## config.mk

```make
export PLATFORM = sky130hd
export DESIGN_NAME = ov_cam_init_seq
export DESIGN_NICKNAME = d
export VERILOG_FILES = /design/src/rtl/ov_cfg_pkg.sv /design/src/rtl/ov_cfg_rom.sv /design/src/rtl/ov_cam_init_seq.sv
export SDC_FILE = /design/constraint.sdc
export NUM_CORES = 1
export LEC_CHECK = 0
export CORE_MARGIN = 1.5
export CORE_UTILIZATION = 40
export DETAILED_ROUTE_END_ITERATION = 6
export GPL_ROUTABILITY_DRIVEN = 0
export GPL_TIMING_DRIVEN = 0
export PLACE_DENSITY = 0.75
export SETUP_SLACK_MARGIN = 0.02
export SLEW_MARGIN = 20
export SYNTH_ARGS = -nofsm -noshare
export SYNTH_HDL_FRONTEND = slang
export SYNTH_SLANG_ARGS = --single-unit
```

## constraint.sdc

```tcl
create_clock -name clk -period 2.2 [get_ports clk]
set_input_delay 0.33 -clock clk [delete_from_list [all_inputs] [get_ports clk]]
set_output_delay 0.33 -clock clk [all_outputs]
set_load 0.01 [all_outputs]
```

## src/rtl/ov_cfg_pkg.sv

```systemverilog
// Shared types and constants for the camera init sequencer.
package ov_cfg_pkg;

   typedef enum logic [3:0] {
      S_PWRUP,
      S_FETCH,
      S_DECODE,
      S_ISSUE,
      S_WAIT_HI,
      S_WAIT_LO,
      S_DELAY,
      S_NEXT_CAM,
      S_READY
   } state_t;

   localparam logic [15:0] END_MARK = 16'hFFFF;
   localparam logic [7:0]  DLY_TAG  = 8'hFE;
   localparam int          CNT_W    = 24;

   typedef struct packed {
      logic [7:0] subaddr;
      logic [7:0] data;
   } entry_t;

endpackage

```

## src/rtl/ov_cfg_rom.sv

```systemverilog
// Register table ROM, one-cycle read latency.
// The image is packed into ROM_INIT with entry i at bits [16*i +: 16];
// the build flow generates it from the table init file.
module ov_cfg_rom
   import ov_cfg_pkg::*;
#(
   parameter int                        TABLE_DEPTH = 256,
   parameter int                        IDX_W       = $clog2(TABLE_DEPTH),
   parameter logic [TABLE_DEPTH*16-1:0] ROM_INIT    = '1
) (
   input  logic             clk,
   input  logic [IDX_W-1:0] addr,
   output entry_t           rdata
);

   // registered read of the addressed entry
   always_ff @(posedge clk) begin
      rdata <= ROM_INIT[{addr, 4'b0000} +: 16];
   end

endmodule

```

## src/rtl/ov_cam_init_seq.sv

```systemverilog
// Camera init sequencer: walks the register table once per camera over the
// shared SCCB master, then serves single host register writes.
//
// state      | meaning
// S_PWRUP    | wait PWRUP_TICKS after reset before touching the bus
// S_FETCH    | ROM address = entry_idx
// S_DECODE   | classify entry: end / delay / register write
// S_ISSUE    | one-cycle sccb_start
// S_WAIT_HI  | wait for SCCB master to go busy (timeout running)
// S_WAIT_LO  | wait for busy to fall (timeout running)
// S_DELAY    | count down n*DLY_UNIT
// S_NEXT_CAM | switch to camera 1 or finish configuration
// S_READY    | configured; accept host writes
module ov_cam_init_seq
   import ov_cfg_pkg::*;
#(
   parameter int                        TABLE_DEPTH   = 256,
   parameter logic [7:0]                CAM0_ADDR     = 8'h42,
   parameter logic [7:0]                CAM1_ADDR     = 8'h42,
   parameter logic [19:0]               PWRUP_TICKS   = 20'd1000000,
   parameter logic [15:0]               DLY_UNIT      = 16'd50000,
   parameter logic [19:0]               TIMEOUT_TICKS = 20'd500000,
   parameter logic [TABLE_DEPTH*16-1:0] ROM_INIT      = '1
) (
   input  logic                           clk,
   input  logic                           reset,
   output logic [7:0]                     sccb_addr,
   output logic [7:0]                     sccb_subaddr,
   output logic [7:0]                     sccb_wdata,
   output logic                           sccb_start,
   input  logic                           sccb_busy,
   output logic                           cam_sel,
   input  logic                           host_req,
   input  logic                           host_cam,
   input  logic [7:0]                     host_subaddr,
   input  logic [7:0]                     host_wdata,
   output logic                           host_ack,
   output logic                           cfg_done,
   output logic                           cfg_err,
   output logic [$clog2(TABLE_DEPTH)-1:0] entry_idx
);

   localparam int               IDX_W    = $clog2(TABLE_DEPTH);
   localparam logic [IDX_W-1:0] LAST_IDX = IDX_W'(TABLE_DEPTH - 1);
   localparam logic [CNT_W-1:0] PWRUP_TC = CNT_W'(PWRUP_TICKS) - CNT_W'(1);
   localparam logic [CNT_W-1:0] TMO_TC   = CNT_W'(TIMEOUT_TICKS) - CNT_W'(1);

   state_t           state_q, state_d;
   logic [IDX_W-1:0] idx_q, idx_d;
   logic [CNT_W-1:0] cnt_q, cnt_d;
   logic [7:0]       addr_q, addr_d, sub_q, sub_d, wdata_q, wdata_d;
   logic             cam_q, cam_d, done_q, done_d, err_q, err_d, ack_q, ack_d;
   logic             xact_end, step;
   entry_t           rom_q;

   ov_cfg_rom #(
      .TABLE_DEPTH (TABLE_DEPTH),
      .IDX_W       (IDX_W),
      .ROM_INIT    (ROM_INIT)
   ) u_rom (
      .clk   (clk),
      .addr  (idx_q),
      .rdata (rom_q)
   );

   // state and datapath registers
   always_ff @(posedge clk) begin
      if (reset) begin
         state_q <= S_PWRUP;
         idx_q   <= '0;
         cnt_q   <= '0;
         addr_q  <= CAM0_ADDR;
         sub_q   <= '0;
         wdata_q <= '0;
         cam_q   <= 1'b0;
         done_q  <= 1'b0;
         err_q   <= 1'b0;
         ack_q   <= 1'b0;
      end else begin
         state_q <= state_d;
         idx_q   <= idx_d;
         cnt_q   <= cnt_d;
         addr_q  <= addr_d;
         sub_q   <= sub_d;
         wdata_q <= wdata_d;
         cam_q   <= cam_d;
         done_q  <= done_d;
         err_q   <= err_d;
         ack_q   <= ack_d;
      end
   end

   // next-state and datapath updates
   always_comb begin
      state_d  = state_q;
      idx_d    = idx_q;
      cnt_d    = cnt_q;
      addr_d   = addr_q;
      sub_d    = sub_q;
      wdata_d  = wdata_q;
      cam_d    = cam_q;
      done_d   = done_q;
      err_d    = err_q;
      ack_d    = 1'b0;
      xact_end = 1'b0;
      step     = 1'b0;
      case (state_q)
         S_PWRUP: begin
            if (cnt_q == PWRUP_TC) begin
               cnt_d   = '0;
               state_d = S_FETCH;
            end else begin
               cnt_d = cnt_q + CNT_W'(1);
            end
         end
         S_FETCH: state_d = S_DECODE;
         S_DECODE: begin
            if (rom_q == END_MARK) begin
               state_d = S_NEXT_CAM;
            end else if (rom_q.subaddr == DLY_TAG) begin
               cnt_d   = CNT_W'(rom_q.data) * CNT_W'(DLY_UNIT);
               state_d = S_DELAY;
            end else begin
               sub_d   = rom_q.subaddr;
               wdata_d = rom_q.data;
               addr_d  = cam_q ? CAM1_ADDR : CAM0_ADDR;
               state_d = S_ISSUE;
            end
         end
         S_ISSUE: begin
            cnt_d   = '0;
            state_d = S_WAIT_HI;
         end
         S_WAIT_HI: begin
            cnt_d = cnt_q + CNT_W'(1);
            if (cnt_q == TMO_TC) begin
               err_d    = 1'b1;
               xact_end = 1'b1;
            end else if (sccb_busy) begin
               state_d = S_WAIT_LO;
            end
         end
         S_WAIT_LO: begin
            cnt_d = cnt_q + CNT_W'(1);
            if (!sccb_busy) begin
               xact_end = 1'b1;
            end else if (cnt_q == TMO_TC) begin
               err_d    = 1'b1;
               xact_end = 1'b1;
            end
         end
         S_DELAY: begin
            if (cnt_q == '0) step = 1'b1;
            else             cnt_d = cnt_q - CNT_W'(1);
         end
         S_NEXT_CAM: begin
            if (!cam_q) begin
               cam_d   = 1'b1;
               idx_d   = '0;
               state_d = S_FETCH;
            end else begin
               done_d  = 1'b1;
               state_d = S_READY;
            end
         end
         S_READY: begin
            // ack_q still high means the request being seen is the one just served
            if (host_req && !ack_q) begin
               cam_d   = host_cam;
               addr_d  = host_cam ? CAM1_ADDR : CAM0_ADDR;
               sub_d   = host_subaddr;
               wdata_d = host_wdata;
               state_d = S_ISSUE;
            end
         end
         default: state_d = S_PWRUP;
      endcase
      // once configured every transaction is a host write
      if (xact_end) begin
         if (done_q) begin
            ack_d   = 1'b1;
            state_d = S_READY;
         end else begin
            step = 1'b1;
         end
      end
      // last slot doubles as an implicit end marker
      if (step) begin
         if (idx_q == LAST_IDX) begin
            state_d = S_NEXT_CAM;
         end else begin
            idx_d   = idx_q + IDX_W'(1);
            state_d = S_FETCH;
         end
      end
   end

   assign sccb_start   = (state_q == S_ISSUE);
   assign sccb_addr    = addr_q;
   assign sccb_subaddr = sub_q;
   assign sccb_wdata   = wdata_q;
   assign cam_sel      = cam_q;
   assign host_ack     = ack_q;
   assign cfg_done     = done_q;
   assign cfg_err      = err_q;
   assign entry_idx    = idx_q;

endmodule

```

==> After elaboration in Yosys (flattened, before gate mapping) <==
Index checks and enable logic that the tools add are counted.
{ "totals": {"register_bits": 80, "in_bits": 21, "out_inout_bits": 37, "elab_cells": 99} }
{ "op_classes": {"add_sub_neg": 3, "mul": 1, "n_eq_ne": 19, "shifts": 1, "muxes": 46, "bitwise_logic": 1, "n_reduce_logical": 16} }
{ "ops": {"columns": ["operator", "count"], "rows": [
  ["$shiftx 4096x13->16 const A", 1],
  ["$pmux 24 s5", 1],
  ["$mux 8", 13],
  ["$mux 24", 4],
  ["$pmux 8 s2", 3],
  ["$mux 4", 8],
  ["$pmux 4 s8", 1],
  ["$add 24x1->24 const B", 1],
  ["$eq 24x19->1 const B", 1],
  ["$eq 24x20->1 const B", 1],
  ["$logic_not 24->1", 1],
  ["$sub 24x1->24 const B", 1],
  ["$mul 8x12->20 const B", 1],
  ["$eq 16x16->1 const B", 1],
  ["$eq 4x3->1 const B", 4],
  ["$eq 8x8->1 const B", 2],
  ["$ne 2x2->1 const B", 6],
  ["$mux 1", 10],
  ["$mux 3", 3],
  ["$add 8x1->8 const B", 1],
  ["$eq 4x2->1 const B", 2],
  ["$reduce_and 4->1", 2],
  ["$pmux 1 s2", 3],
  ["$reduce_and 2->1", 3],
  ["other kinds (9)", 13]
]} }

==> Depth between registers and ports, before layout <==
Gate-level depths: netlist (run 1).
{ "logic_depth": {"ltp_word": 7, "depth_mapped": 10, "mapped_depth_nobuf": 8} }

==> Hierarchy <==
From an unflattened synthesis (run 1), not the netlist that was laid out.
{ "unflattened": {"hier_cells": 717, "hier_area_um2": 5740.5} }
{ "by_module_without_submodules": {"columns": ["mod", "n_inst", "cells_each", "area_each_um2", "seq_area_each_um2"], "rows": [
  ["ov_cam_init_seq", 1, 700, 5616.6, 1121.1],
  ["ov_cfg_rom", 1, 17, 123.9, 0.0]
]} }

==> Least setup slack after synthesis (run 1) <==
Ideal clock, no wire load.
{ "synth_timing": {"path_type": "register to register", "start": "register cnt_q[0]", "end": "register cnt_q[22]", "setup_ps": 80, "arrival_ps": 2296, "slack_ps": -176, "stages_incl_launch_ff": 10, "synth_period_minus_slack_ps": 2376, "path_cell_list": "dfxtp_1 > inv_1 > ha_1 > or4b_1 > or3_4 > buf_6 > nor4_4 > a21oi_2 > a211o_1 > a211oi_2"} }
{ "synth_via": {"elab_chain_len": 3, "word_cells_on_any_way": 9, "cone_classes": "add/sub (2); eq/ne (2); mux (3); reduce/logical (2)"} }
{ "synth_rtl": {"columns": ["element", "line_no", "text"], "rows": [
  ["from (decl)", "ov_cam_init_seq.sv:50", "logic [CNT_W-1:0] cnt_q, cnt_d;"],
  ["from (signal assigned)", "ov_cam_init_seq.sv:82", "cnt_q <= cnt_d;"],
  ["$sub 24x1->24 (tied with other cells)", "ov_cam_init_seq.sv:154", "else cnt_d = cnt_q - CNT_W'(1);"],
  ["$mux 24 (tied with other cells)", "ov_cam_init_seq.sv:153", "if (cnt_q == '0) step = 1'b1;"],
  ["$pmux 24 s5 or $reduce_and 4->1 (tied branches)", null, null]
]} }
Parallel ways exist; a longest one is shown, timed or not. The select of a mux whose other input is x is not followed.
A chain may end at the register's enable or synchronous reset.

==> Worst setup path after layout (run 1) <==
{ "layout_timing": {"start": "register cnt_q[14]", "end": "register idx_q[6], in the netlist entry_idx[6]"} }
{ "layout_via": {"elab_chain_len": 6, "word_cells_on_any_way": 10, "cone_classes": "eq/ne (1); mux (8); reduce/logical (1)"} }
{ "layout_rtl": {"columns": ["element", "line_no", "text"], "rows": [
  ["$eq 24x19->1 or $logic_not 24->1 (tied branches)", "ov_cam_init_seq.sv:136, ov_cam_init_seq.sv:147, ov_cam_init_seq.sv:153", null],
  ["$mux 1 (on tied branches)", "ov_cam_init_seq.sv:136, ov_cam_init_seq.sv:147, ov_cam_init_seq.sv:153", null],
  ["$mux 1 (on tied branches)", "ov_cam_init_seq.sv:145, ov_cam_init_seq.sv:107", null],
  ["$pmux 1 s2 or $mux 1 (tied branches)", "ov_cam_init_seq.sv:107, ov_cam_init_seq.sv:180", null],
  ["$mux 1 (*)", "ov_cam_init_seq.sv:179", "if (xact_end) begin"],
  ["$mux 8 (*)", "ov_cam_init_seq.sv:188", "if (step) begin"],
  ["to (signal assigned)", "ov_cam_init_seq.sv:81", "idx_q <= idx_d;"],
  ["to (decl)", "ov_cam_init_seq.sv:49", "logic [IDX_W-1:0] idx_q, idx_d;"]
]} }
Every way passes the cells marked *; elsewhere a longest branch is shown, timed or not.

==> impl_metrics.ini, run 1 <==
[die]
fp.dieH_um = 100
die_x_um = 100
die-area_mm2 = 0.0101
initial_core_util_pct = 41.1
rows = 35
core_mm2 = 0.00924
io_pins = 58

[power]
vdd_drop_max_mv = 0.272
power.leakage_nw = 1.84
powerDensity_mw_per_mm2 = 522

[worst_hold_path]
hold_depth = 2
hold_path_class = flop to flop
hold_end = sccb_subaddr[6]$_SDFFE_PP0P_
min-delay-start = sccb_subaddr[6]$_SDFFE_PP0P_

[finish]
nFillCells = 784
final_cell_area_mm2 = 0.00541
fin_nets = 627
fin_cells = 732
num_antenna_cells = 0
multi_input_area_mm2 = 0.00277
synthToLayoutAreaGrowth_pct = 42.5
regArea_mm2 = 0.00116
drive_above_1_share_pct = 28.9

[placement]
port-buffer-count = 48
dp_hpwl_um = 8520
dpl.cell_count = 693
placed_cell_area_mm2 = 0.00449

[global_routing]
grt_pass1_wl_um = 20900
grt_util_all_layers_pct = 25.7
first_global_vias = 4319
grt_antenna_before_repair = 0
grt_max_degree = 20
overflow = 0

[clocking]
cts_root_buf = clkbuf_8
ctsHoldBuffers = 0
cts_max_path_buffers = 2
cts_buffers = 5
cts_max_level = 2
cts_tree = built
cts.clk_slew.worst_paths_ns = 0.12
worst_skew_pair.late_latency_ns = 0.34
cts.sinks = 56

[worst_setup_path]
worstSetupEndpointType = flop
path_class = flop to flop
startpoint = cnt_q[14]$_SDFFE_PP0P_
critPathLaunchType = flop
cp.arrival_ns = 2.58
cp_max_fo = 10
r2r_end = entry_idx[6]$_SDFF_PP0_
ff2ff_setup_slack_ns = -0.12
r2r-start = cnt_q[14]$_SDFFE_PP0P_
r2r_cells = 7
critPathRequiredTime_ns = 2.46

[sta]
finalMaxSlewViolations = 0
grt_setup_unrepaired = true
worst_pin_slew_ns = 0.794
max_freq_mhz = 432
period_share_pct = 105
finalHoldViolCount = 0
setup_slack_ns = -0.115
period_needed_ns = 2.32
skew_ns = 0.0156
setup_viol = 15
relSlewSlack_pct = 47.0

[flow_run]
drv_cap = 0

[logic_synthesis]
syn_area_per_cell_um2 = 7.45
synthXorXnorAreaFrac_pct = 3.00
yosys_warnings = 0
ys_ff_latch = 56
synth_common_cells = nand2_1, dfxtp_1, a21oi_1
ys_types = 67
syn_area_mm2 = 0.00380
synth_adder_area_share_pct = 1.32
synth.top_cells.by_area = dfxtp_1, nand2_1, a21oi_1
synthMuxAreaShare_pct = 0.296
synth-simple-area-share_pct = 34.1
synth_top_family_by_area = simple AND/OR/NAND/NOR gates
synth-edff-count = 0
synth_top_area_share_pct = 29.5
synth_top_area_cell = dfxtp_1
ys_seq_area_share_pct = 29.5
async_flop_share_pct = 0
synth_compound_area_share_pct = 23.1
synth_most_common_cell = nand2_1
ys.flop_type = dfxtp_1
syn-instance-count = 510

[route]
vias_per_cell = 6.22
drtIter0Drc = 445
routed_wl_um = 14000
wl_per_cell_um = 19.1
dr_total_vias = 4552
dr.pass1.iters = 5
postRouteAntennaNets = 0
remaining_drc_errors = 0

[run_status]
run_status = finished, violations left
violations = negative setup slack
[where the power goes]
part	internal, mW	switching [mW]
sequential	1.04	0.0336
clock	0.234	0.398
combinational	0.529	0.594
total	1.80	1.03
[metrics by stage]
step | setup slack, ns | setup TNS (ns) | power, mW | hold WS (ns) | util (%)
2_1_floorplan | -0.0804 | -0.0804 | 1.64 | 0.466 | -
3_3_place_gp | -0.836 | -24.47 | 1.82 | 0.442 | 48.6
3_5_place_dp | -0.861 | -24.81 | 1.83 | 0.449 | 48.6
4_1_cts | -0.0510 | -0.0677 | 2.61 | 0.464 | 53.9
5_1_grt | -0.187 | -1.95 | 2.93 | 0.483 | 58.6
6_report | -0.115 | -0.732 | 2.83 | 0.465 | 58.6
[worst max-delay path by stage]
stage,to,slack [ns],depth (start not counted)
after floorplan,cnt_q[22]$_SDFFE_PP0P_,-0.08,9
after global placement,cnt_q[11]$_SDFFE_PP0P_,-0.84,8
after detailed placement,cnt_q[3]$_SDFFE_PP0P_,-0.86,8
after CTS,cnt_q[22]$_SDFFE_PP0P_,-0.05,8
after global routing,entry_idx[4]$_SDFF_PP0_,-0.19,9
final,entry_idx[6]$_SDFF_PP0_,-0.12,7
[placed cells by master (no fill, tap or decap), types with 5 or more instances in the layout]
cell,n
a211oi_2,5
a21oi_1,40
a31oi_1,10
and3_1,5
buf_4,41
buf_6,13
clkbuf_1,8
clkbuf_2,7
clkbuf_8,5
clkdlybuf4s50_1,47
conb_1,8
dfxtp_1,39
dfxtp_2,11
dfxtp_4,6
inv_1,12
nand2_1,57
nand3_1,9
nand3_2,5
nand3b_1,8
nand4_1,10
nor2_1,29
nor3_1,23
nor3b_1,6
nor4_4,5
o21ai_0,20
o31a_1,5
o32ai_1,5
or3_1,8
or3_4,5
or4_4,5
xnor2_1,12
[kinds of logic (layout without fill, tap and decap cells)]
logic type	Yosys count	after routing
other	2	8
multiplexers	1	1
flip-flops	56	56
AO/OA/AOI/OAI	133	133
XOR/XNOR	13	13
AND/OR/NAND/NOR	234	235
buffers and inverters	67	153
adder cells (fa/ha/maj)	4	4
[registers in the layout (all words and copies together), names as in the netlist]
| name | flops |
|---|---|
| cfg_err | 1 |
| entry_idx | 8 |
| cfg_done | 1 |
| sccb_wdata | 8 |
| sccb_subaddr | 8 |
| cam_sel | 1 |
| state_q | 4 |
| host_ack | 1 |
| cnt_q | 24 |
[layer usage]
layer	track usage, %	wire length, µm
met1	32.4	5420
met2	41.9	6450
met3	6.93	1470
met4	10.1	663
met5	0	0
[critical path, stage by stage (launching register included)]
cell and delay (ns):
dfxtp_1 0.37, buf_2 0.21, and4b_1 0.30, nand4_1 0.16, o31a_1 0.36, o31a_1 0.34
or3_1 0.36, a31oi_1 0.13
[cell type report]
class | instances | area share [%]
clock inverters | 3 | 0.462
clock buffers | 5 | 1.27
repair buffers | 90 | 16.4
multi-input cells | 394 | 51.2
inverters | 14 | 1.06
flip-flops and latches | 56 | 21.4
well taps | 129 | 2.98
plain buffers | 41 | 5.22
[timing repair]
action	in CTS	in global routing
endpoints found under the setup margin	46	45
gates cloned	2	3
pin swaps	23	16
setup buffers	25	14
resized for setup	72	88
No activity file was read; power rests on OpenSTA's default activity.
==> run 2, diff against run 1 <==
- CORE_UTILIZATION: 40 -> 49
- PLACE_DENSITY: 0.75 -> 0.86
==> run 2 against run 1 <==
Compared with the run above: total power shrank 0.32%; largest power group unchanged; die area shrank 18%; the run ends with design-rule violations, negative setup slack left; first-iteration DRC count grew 79%; clock-buffer cell count is the same; critical path type unchanged; combinational power is essentially flat; sequential share of layout area grew 0.66 points; cell count shrank 4.2%; via count grew 3.3%; global-route usage grew 4.6 points; hold slack lost 0.0019 ns; clock skew shrank 0.011 ns; utilization grew 13 points.
==> impl_metrics.ini, run 2 (synthesis results as in run 1) <==
[run_status]
run_status = finished, violations left
violations = design-rule violations, negative setup slack

[route]
wl_per_cell_um = 20.6
drtIter0Drc = 797
vias_per_cell = 6.71
dr_total_vias = 4702
dr.pass1.iters = 7
remaining_drc_errors = 1
routed_wl_um = 14400
postRouteAntennaNets = 0

[die]
io_pins = 58
rows = 31
die-area_mm2 = 0.00829
initial_core_util_pct = 51.6
fp.dieH_um = 91.1
die_x_um = 91.1
core_mm2 = 0.00737

[finish]
fin_cells = 701
largest_reg_flops = 24
synthToLayoutAreaGrowth_pct = 37.9
final_cell_mix = nand2_1, buf_4, clkdlybuf4s50_1, a21oi_1, dfxtp_1
final_cell_area_mm2 = 0.00524
fin_nets = 626
num_antenna_cells = 0
final_common_cell = nand2_1
largest-register = cnt_q
drive_above_1_share_pct = 26.9

[worst_setup_path]
worstSetupEndpointType = flop
ff2ff_setup_slack_ns = -0.38
cp_common_cell = buf_6
critPathRequiredTime_ns = 2.40
max_stage_delay_ns = 0.39
cp.arrival_ns = 2.78
crit_chain = ha_2 > nand4_1 > buf_4 > nor3_4 > and4_1 > buf_6 > nor2_4 > buf_6 > a32oi_1 > o32ai_1
critPathLaunchType = flop
cp_max_fo = 10
slowest_stage = dfxtp_4
path_class = flop to flop

[sta]
grt_setup_unrepaired = true
holdWs_ns = 0.463
setup_viol = 35
relSlewSlack_pct = 47.9
period_share_pct = 117
max_freq_mhz = 387
worst_pin_slew_ns = 0.781
skew_ns = 0.00421
period_needed_ns = 2.58
finalHoldViolCount = 0
setup_slack_ns = -0.381
finalMaxSlewViolations = 0

[clocking]
cts_buffers = 5
ctsHoldBuffers = 0
cts_max_level = 2
cts.clk_slew.worst_paths_ns = 0.12
worst_skew_pair.late_latency_ns = 0.33
cts_tree = built
cts_max_path_buffers = 2
cts_root_buf = clkbuf_8
cts.sinks = 56

[power]
vdd_drop_max_mv = 0.345
power_switching_share_pct = 36.6
power_frac_comb_pct = 39.0
powerDensity_mw_per_mm2 = 538
netSwitchingPower_mw = 1.03
power.leakage_nw = 1.81
p_seq_share_pct = 38.1
internal_power_mw = 1.79
clockPowerShare_pct = 22.8

[flow_run]
drv_cap = 0

[placement]
placed_cell_area_mm2 = 0.00445
dp_hpwl_um = 8410
dpl.cell_count = 663
port-buffer-count = 48

[global_routing]
overflow = 0
grt_pass1_wl_um = 20500
grt_max_degree = 20
grt_util_all_layers_pct = 30.3
grt_antenna_before_repair = 1
first_global_vias = 4278

[worst_hold_path]
hold_path_class = flop to flop
## run 2: cell count changes in the layout (fill, tap and decap cells not counted), moves of 3 or more
cell      change
nand3_2       -3
a211oi_1      +3
buf_4         +8
buf_6         -4
## run 2: metal layers
layer	wire [µm]	up-vias	global-route usage [%]
met2	6570	384	48.6
met5	0	-	0
met1	5430	2178	37.8
met3	1750	84	6.78
met4	687	0	15.6
li1	-	2056	-
## run 2: final cells by class
class	count	area, µm²
clock buffers	5	68.8
fillers	542	2130
repair buffers	87	783
plain buffers	44	302
clock inverters	3	27.5
well taps	99	124
flip-flops and latches	56	1150
inverters	14	57.6
multi-input cells	393	2720
## run 2: critical path: cells and delay by family (launching register included)
family | cells | cell delay [ns]
flops | 1 | 0.39
fa+ha+maj | 1 | 0.22
compound gates | 2 | 0.34
simple gates | 4 | 0.85
buf+inv | 3 | 0.63
## run 2: power groups by stage
stage / clock network, mW / registers (mW) / logic (mW)
after floorplan: 0 / 1.08 / 0.557
after global placement: 0 / 1.09 / 0.718
after detailed placement: 0 / 1.09 / 0.733
after CTS: 0.626 / 1.07 / 0.885
after global routing: 0.680 / 1.08 / 1.14
final: 0.643 / 1.07 / 1.10
## run 2: worst paths after layout
kind | start | endpoint | cells past startpoint
max | cnt_q[0]$_SDFFE_PP0P_ | cnt_q[15]$_SDFFE_PP0P_ | 10
min | sccb_subaddr[7]$_SDFFE_PP0P_ | sccb_subaddr[7]$_SDFFE_PP0P_ | 2
max reg2reg | cnt_q[0]$_SDFFE_PP0P_ | cnt_q[15]$_SDFFE_PP0P_ | 10
min reg2reg | sccb_subaddr[7]$_SDFFE_PP0P_ | sccb_subaddr[7]$_SDFFE_PP0P_ | 2
## run 2: repair_timing
action	CTS	global route
endpoints found under the setup margin	46	45
gates resized for setup	68	74
pin swaps	20	17
cloned	0	1
buffers inserted	22	18
## run 2: through the flow
step	TNS (ns)	worst slack, ns	utilization [%]	total power [mW]
5_1_grt	-10.29	-0.466	71.1	2.90
6_report	-8.04	-0.381	71.1	2.82
3_5_place_dp	-22.07	-0.761	60.4	1.82
4_1_cts	-0.336	-0.106	66.4	2.59
3_3_place_gp	-23.23	-0.780	60.4	1.81
2_1_floorplan	-0.0804	-0.0804	-	1.64
==> run 3, diff against run 2 <==
- CORE_MARGIN: 1.5 -> not set
- CORE_UTILIZATION: 49 -> 53
- PLACE_DENSITY: 0.86 -> 0.88
- SKIP_LAST_GASP: not set -> 1
- SYNTH_HIERARCHICAL: not set -> 1
==> run 3 against run 2 <==
Compared with the run above: the flow finishes with violations (negative setup slack); largest cell class unchanged; first-iteration DRC count rose by 20%; clock-buffer cell count did not move; synthesized cell count rose by 41%; sequential power fell by 5%; sequential share of layout area fell by 6.2 points.
==> impl_metrics.ini, run 3 <==
[global_routing]
grt_max_degree = 19
grt_antenna_before_repair = 0
grt_pass1_wl_um = 29200
grt_util_all_layers_pct = 32.2
overflow = 0
first_global_vias = 6139

[power]
powerDensity_mw_per_mm2 = 423
power.leakage_nw = 2.72
vdd_drop_max_mv = 0.284

[sta]
holdWs_ns = 0.506
setup_slack_ns = -0.122
relSlewSlack_pct = 56.1
max_freq_mhz = 431
grt_setup_unrepaired = true
finalMaxSlewViolations = 0
period_needed_ns = 2.32
period_share_pct = 106
skew_ns = 0.0122
finalHoldViolCount = 0
setup_viol = 22
worst_pin_slew_ns = 0.658

[route]
remaining_drc_errors = 0
postRouteAntennaNets = 0
dr.pass1.iters = 6
dr_total_vias = 6446
routed_wl_um = 19100
drtIter0Drc = 954
wl_per_cell_um = 19.9
vias_per_cell = 6.73

[placement]
dp_hpwl_um = 12700
port-buffer-count = 49
dpl.cell_count = 923

[logic_synthesis]
syn_area_per_cell_um2 = 8.01
ys_types = 80
synth.top_cells.by_area = dfxtp_1, ha_1, fa_1
async_flop_share_pct = 0
yosys_warnings = 6
ys_ff_latch = 56
ys_seq_area_share_pct = 19.5
synth_common_cells = ha_1, dfxtp_1, nor2_1
synth_top_area_share_pct = 19.5
syn-instance-count = 717
synth-edff-count = 0
ys.flop_type = dfxtp_1
syn_area_mm2 = 0.00574
synth_most_common_cell = ha_1
synth_top_area_cell = dfxtp_1

[clocking]
cts.sinks = 56
worst_skew_pair.late_latency_ns = 0.34
cts.clk_slew.worst_paths_ns = 0.12
cts_max_level = 2
cts_tree = built
cts_buffers = 5
cts_root_buf = clkbuf_8
cts_max_path_buffers = 2

[die]
core_mm2 = 0.0104
io_pins = 58
initial_core_util_pct = 55.1
die-area_mm2 = 0.0113
die_x_um = 106
fp.dieH_um = 106
rows = 37

[worst_setup_path]
r2r_cells = 9
ff2ff_setup_slack_ns = -0.12
path_class = flop to flop
crit_chain = buf_4 > nor4bb_1 > nand4_1 > o22ai_2 > buf_6 > buf_6 > a21oi_1 > o31ai_2 > a31oi_1
cp_common_cell = buf_6
r2r-start = cnt_q[14]$_SDFFE_PP0P_
cp.arrival_ns = 2.53
worstSetupEndpointType = flop
slowest_stage = dfxtp_4
max_stage_delay_ns = 0.39
r2r_end = cnt_q[6]$_SDFFE_PP0P_
cp_max_fo = 10
critPathLaunchType = flop
critPathRequiredTime_ns = 2.41

[run_status]
violations = negative setup slack
run_status = finished, violations left

[worst_hold_path]
hold_depth = 2
hold_path_class = flop to flop
min-delay-start = sccb_wdata[7]$_SDFFE_PP0P_
hold_end = sccb_wdata[7]$_SDFFE_PP0P_

[finish]
final_util_pct = 69.5
fin_cells = 958
drive_above_1_share_pct = 21.0
synthToLayoutAreaGrowth_pct = 26.0
regArea_mm2 = 0.00115
largest-register = cnt_q
largest_reg_flops = 24
nFillCells = 771
final_common_cell = buf_4
multi_input_area_mm2 = 0.00453
fin_nets = 911
num_antenna_cells = 0
final_cell_mix = buf_4, ha_1, nor2_1, clkdlybuf4s50_1, dfxtp_1

[flow_run]
drv_cap = 0
## run 3: stage by stage
step	TNS, ns	power (mW)	cell area, µm²	worst slack (ns)
final	-1.01	3.06	7230	-0.122
after global placement	-16.03	2.11	6490	-0.563
after global routing	-5.39	3.22	7230	-0.248
after CTS	-1.03	2.74	6930	-0.113
after floorplan	-0.0218	2.04	5830	-0.0218
after detailed placement	-19.02	2.12	6490	-0.656
## run 3: layout make-up
type | count | area share [%]
Clock inverter | 3 | 0.294
Sequential cell | 56 | 15.8
Multi-Input combinational cell | 590 | 62.7
Buffer | 61 | 5.85
Inverter | 20 | 1.04
Clock buffer | 5 | 0.951
Tap cell | 136 | 2.35
Timing Repair Buffer | 87 | 11.0
## run 3: logic make-up (layout without fill, tap and decap cells)
family	Yosys count	count (layout)	synth area share, %
compound gates	208	208	24.7
flops	56	56	19.5
mux	18	18	3.14
buf+inv	92	176	8.15
simple gates	249	249	24.3
other cells	3	24	0.196
fa+ha+maj	69	69	16.6
xor+xnor	22	22	3.36
## run 3: how the worst max path moves through the flow
stage | from | endpoint | slack (ns) | cells after the start
2_1_floorplan | cnt_q[1]$_SDFFE_PP0P_ | entry_idx[7]$_SDFF_PP0_ | -0.02 | 8
4_1_cts | cnt_q[14]$_SDFFE_PP0P_ | entry_idx[7]$_SDFF_PP0_ | -0.11 | 7
3_5_place_dp | cnt_q[1]$_SDFFE_PP0P_ | cnt_q[6]$_SDFFE_PP0P_ | -0.66 | 9
5_1_grt | cnt_q[18]$_SDFFE_PP0P_ | cnt_q[10]$_SDFFE_PP0P_ | -0.25 | 8
6_report | cnt_q[14]$_SDFFE_PP0P_ | cnt_q[6]$_SDFFE_PP0P_ | -0.12 | 9
3_3_place_gp | cnt_q[1]$_SDFFE_PP0P_ | cnt_q[6]$_SDFFE_PP0P_ | -0.56 | 9
## run 3: where the power goes
part           total, mW  internal, mW  switching [mW]
clock network      0.640         0.228           0.412
logic               1.40         0.604           0.795
registers           1.02          1.02         0.00621
## run 3: what timing repair did
item                       CTS  global route
setup buffers               19            19
setup endpoints to repair   51            53
gates resized for setup     76            63
pin swaps                   21            24
hold buffers                 0             0
## run 3: worst max-delay path, delay by kind of cell, from the launching register on
| kind | cells | cell delay (ns) |
|---|---|---|
| simple gates | 2 | 0.63 |
| compound gates | 4 | 0.68 |
| buf+inv | 3 | 0.49 |
| flops | 1 | 0.39 |
## run 3: metal layers
layer / vias to the layer above / global-route usage [%] / routed length [µm]
li1: 2895 / - / -
met1: 2938 / 38.9 / 7130
met2: 480 / 53.4 / 8750
met3: 133 / 6.99 / 2070
met4: 0 / 17.2 / 1120
met5: - / 0 / 0
==> RTL edit 1, RTL diff (config.mk and constraints of run 3) <==
Take the reset off `wdata_q` and load it in a clocked block of its own.
--- a/src/rtl/ov_cam_init_seq.sv
+++ b/src/rtl/ov_cam_init_seq.sv
@@ -71,7 +71,6 @@
          cnt_q   <= '0;
          addr_q  <= CAM0_ADDR;
          sub_q   <= '0;
-         wdata_q <= '0;
          cam_q   <= 1'b0;
          done_q  <= 1'b0;
          err_q   <= 1'b0;
@@ -82,12 +81,15 @@
          cnt_q   <= cnt_d;
          addr_q  <= addr_d;
          sub_q   <= sub_d;
-         wdata_q <= wdata_d;
          cam_q   <= cam_d;
          done_q  <= done_d;
          err_q   <= err_d;
          ack_q   <= ack_d;
       end
+   end
+
+   always_ff @(posedge clk) begin
+      wdata_q <= wdata_d;
    end
 
    // next-state and datapath updates
Check against the original RTL: same outputs for any inputs over 10 cycles, from zero or initial values and one cycle with reset high; that may be too few to reach the edited logic, so the function may still have changed.
==> RTL edit 1 against run 3 <==
  * Cell area grew 7.2%
  * The run ends with DRC, setup timing left
  * Area after synthesis grew 1.6%
  * Clock skew grew 5.6 ps
  * Sequential cell count is the same
  * Power grew 2.0%
  * Wire length grew 26%
  * Critical path type unchanged
  * Worst setup slack lost 410 ps
==> RTL edit 1: results (changes against run 3) <==
met2_usage: 0.597  # was 0.534
dr_wl_met2_um: 10600  # was 8750 um
setup_viol: 42  # was 22
synth_edf_count: 8  # was 0
p_leak_nw: 3.06  # was 2.72 nW
outcome: "complete, but fails checks"  # unchanged
setup_slack_ps: -534  # was -122 ps
seq_share: 0.159  # was 0.158
cp_slowest_cell: "nand4_1"  # was dfxtp_4
wl_met1_um: 8080  # was 7130 um
wl_met3_um: 2980  # was 2070 um
synth_cell_type_count: 76  # was 80
worst_slew_pin_slew_ps: 952  # was 658 ps
hold_ws_ps: 515  # was 506 ps
grt_pass1_wl_um: 32500  # was 29200 um
rr_worst_depth: 7  # was 9
drtPass1Iterations: 7  # was 6
ir_worst_vdd_v: 0.000324  # was 0.000284 V
violations: "DRC, setup timing"  # was setup timing
synth_area_leaders: "dfxtp_1, ha_1, fa_1, buf_4, edfxtp_1"  # was dfxtp_1, ha_1, fa_1, a21oi_1, o21ai_0
dpl.hpwl_um: 13300  # was 12700 um
wire_per_inst_um: 23.9  # was 19.9 um
remaining_drc_errors: 144  # was 0
buf_share: 0.190  # was 0.168
cp.arrival_ps: 2970  # was 2530 ps
num-clock-buffers: 6  # was 5
n_fill_cell: 653  # was 771
final_nets: 956  # was 911
==> RTL edit 1: cell count changes after synthesis, sizes merged, moves of 6 or more <==
cell    delta
a21oi     -11
clkbuf     -9
dfxtp      -8
edfxtp     +8
inv        +8
mux2       +6
mux2i      -6
nand2     +16
nand3     +10
nor2       +7
o211ai     +9
or3        +7
or4        +8
==> RTL edit 1: stage by stage <==
stage	setup WS, ps	instance area, sq um
finish	-534	7760
global route	-642	7760
CTS	-337	7280
detailed placement	-806	6630
global placement	-740	6630
floorplan	-246	5970
==> RTL edit 1: logic make-up after synthesis <==
family | count (synthesis) | share of synthesized area
fa+ha+maj | 69 | 0.163
mux | 18 | 0.0322
buf+inv | 91 | 0.0879
other cells | 3 | 0.00193
flops | 56 | 0.206
xor+xnor | 22 | 0.0330
compound gates | 183 | 0.213
simple gates | 284 | 0.262
==> RTL edit 1: timing repair <==
item / in CTS / in global routing
setup endpoints to repair: 58 / 58
resized for setup: 76 / 57
setup buffers: 37 / 30
pin swaps: 25 / 28
==> RTL edit 2, RTL diff (settings of run 3) <==
Without the edit above. The package constant `CNT_W` goes from 24 to 48.
--- a/src/rtl/ov_cfg_pkg.sv
+++ b/src/rtl/ov_cfg_pkg.sv
@@ -15,7 +15,7 @@
 
    localparam logic [15:0] END_MARK = 16'hFFFF;
    localparam logic [7:0]  DLY_TAG  = 8'hFE;
-   localparam int          CNT_W    = 24;
+   localparam int          CNT_W    = 48;
 
    typedef struct packed {
       logic [7:0] subaddr;
Behaviour: same outputs for any inputs over 10 cycles, from zero or initial values and one cycle with reset high; that may be too few to reach the edited logic, so the function may still have changed.
==> RTL edit 2 against run 3 <==
  * The run now fails in 5_1_grt
  * Area after synthesis increased by 38%
==> RTL edit 2: results (changes against run 3) <==
synth_area_leaders: "dfxtp_1, ha_1, nor2_1, o21ai_0, a21oi_1"  # was dfxtp_1, ha_1, fa_1, a21oi_1, o21ai_0
htree_levels: 3  # was 2
ys_ff_latch: 80  # was 56
numPortBuffers: 49  # unchanged
post-place-ws_ps: -896  # was -656 ps
outcome: "aborted with a tool error"  # was complete, but fails checks
root_buffer: "clkbuf_16"  # was clkbuf_8
postSynth.asyncResetShare: 0  # unchanged
synth_cell_type_count: 76  # was 80
dpl_cell_area_sq_um: 8770  # was 6490 sq um
synth_warnings: 6  # unchanged
synth_common_cells: "nor2_1, dfxtp_1, o21ai_0, nand2_1, a21oi_1"  # was ha_1, dfxtp_1, nor2_1, a21oi_1, o21ai_0
stop_stage: "5_1_grt"
synth_seq_area_share: 0.202  # was 0.195
grt.total_usage: 0.728
synth-main-ff-cell: "dfxtp_1"  # unchanged
clk_path_buf_depth: 2  # unchanged
dp.cells: 1320  # was 923
dpl.hpwl_um: 19400  # was 12700 um
syn_avg_cell_area_sq_um: 7.42  # was 8.01 sq um
run.stop_error: "[ERROR GRT-0232] Routing congestion too high. Check the congestion heatmap in the GUI."
grt_max_degree: 15
gr-total-overflow: 7
numCtsBuffers: 9  # was 5
RTL edit 2: kinds of logic after synthesis:
kind of cell | after synthesis | synth area share
simple gates | 396 | 0.266
compound gates | 325 | 0.267
buf+inv | 143 | 0.0851
flops | 80 | 0.202
fa+ha+maj | 69 | 0.121
xor+xnor | 34 | 0.0376
mux | 16 | 0.0204
other cells | 3 | 0.00142
RTL edit 2: routing by layer:
| layer | GRT overflow | GRT usage |
|---|---|---|
| met5 | 0 | 0.528 |
| met4 | 0 | 0.615 |
| met3 | 1 | 0.680 |
| met2 | 4 | 0.836 |
| met1 | 2 | 0.729 |
RTL edit 2: stage by stage:
stage / hold slack [ps] / utilization
after floorplan: 482 / -
after global placement: 460 / 0.604
after detailed placement: 490 / 0.604
after CTS: 500 / 0.706
RTL edit 2: timing repair:
action | in CTS
cloned | 4
setup endpoints to repair | 78
pin swaps | 51
buffers inserted | 56
gates resized for setup | 217
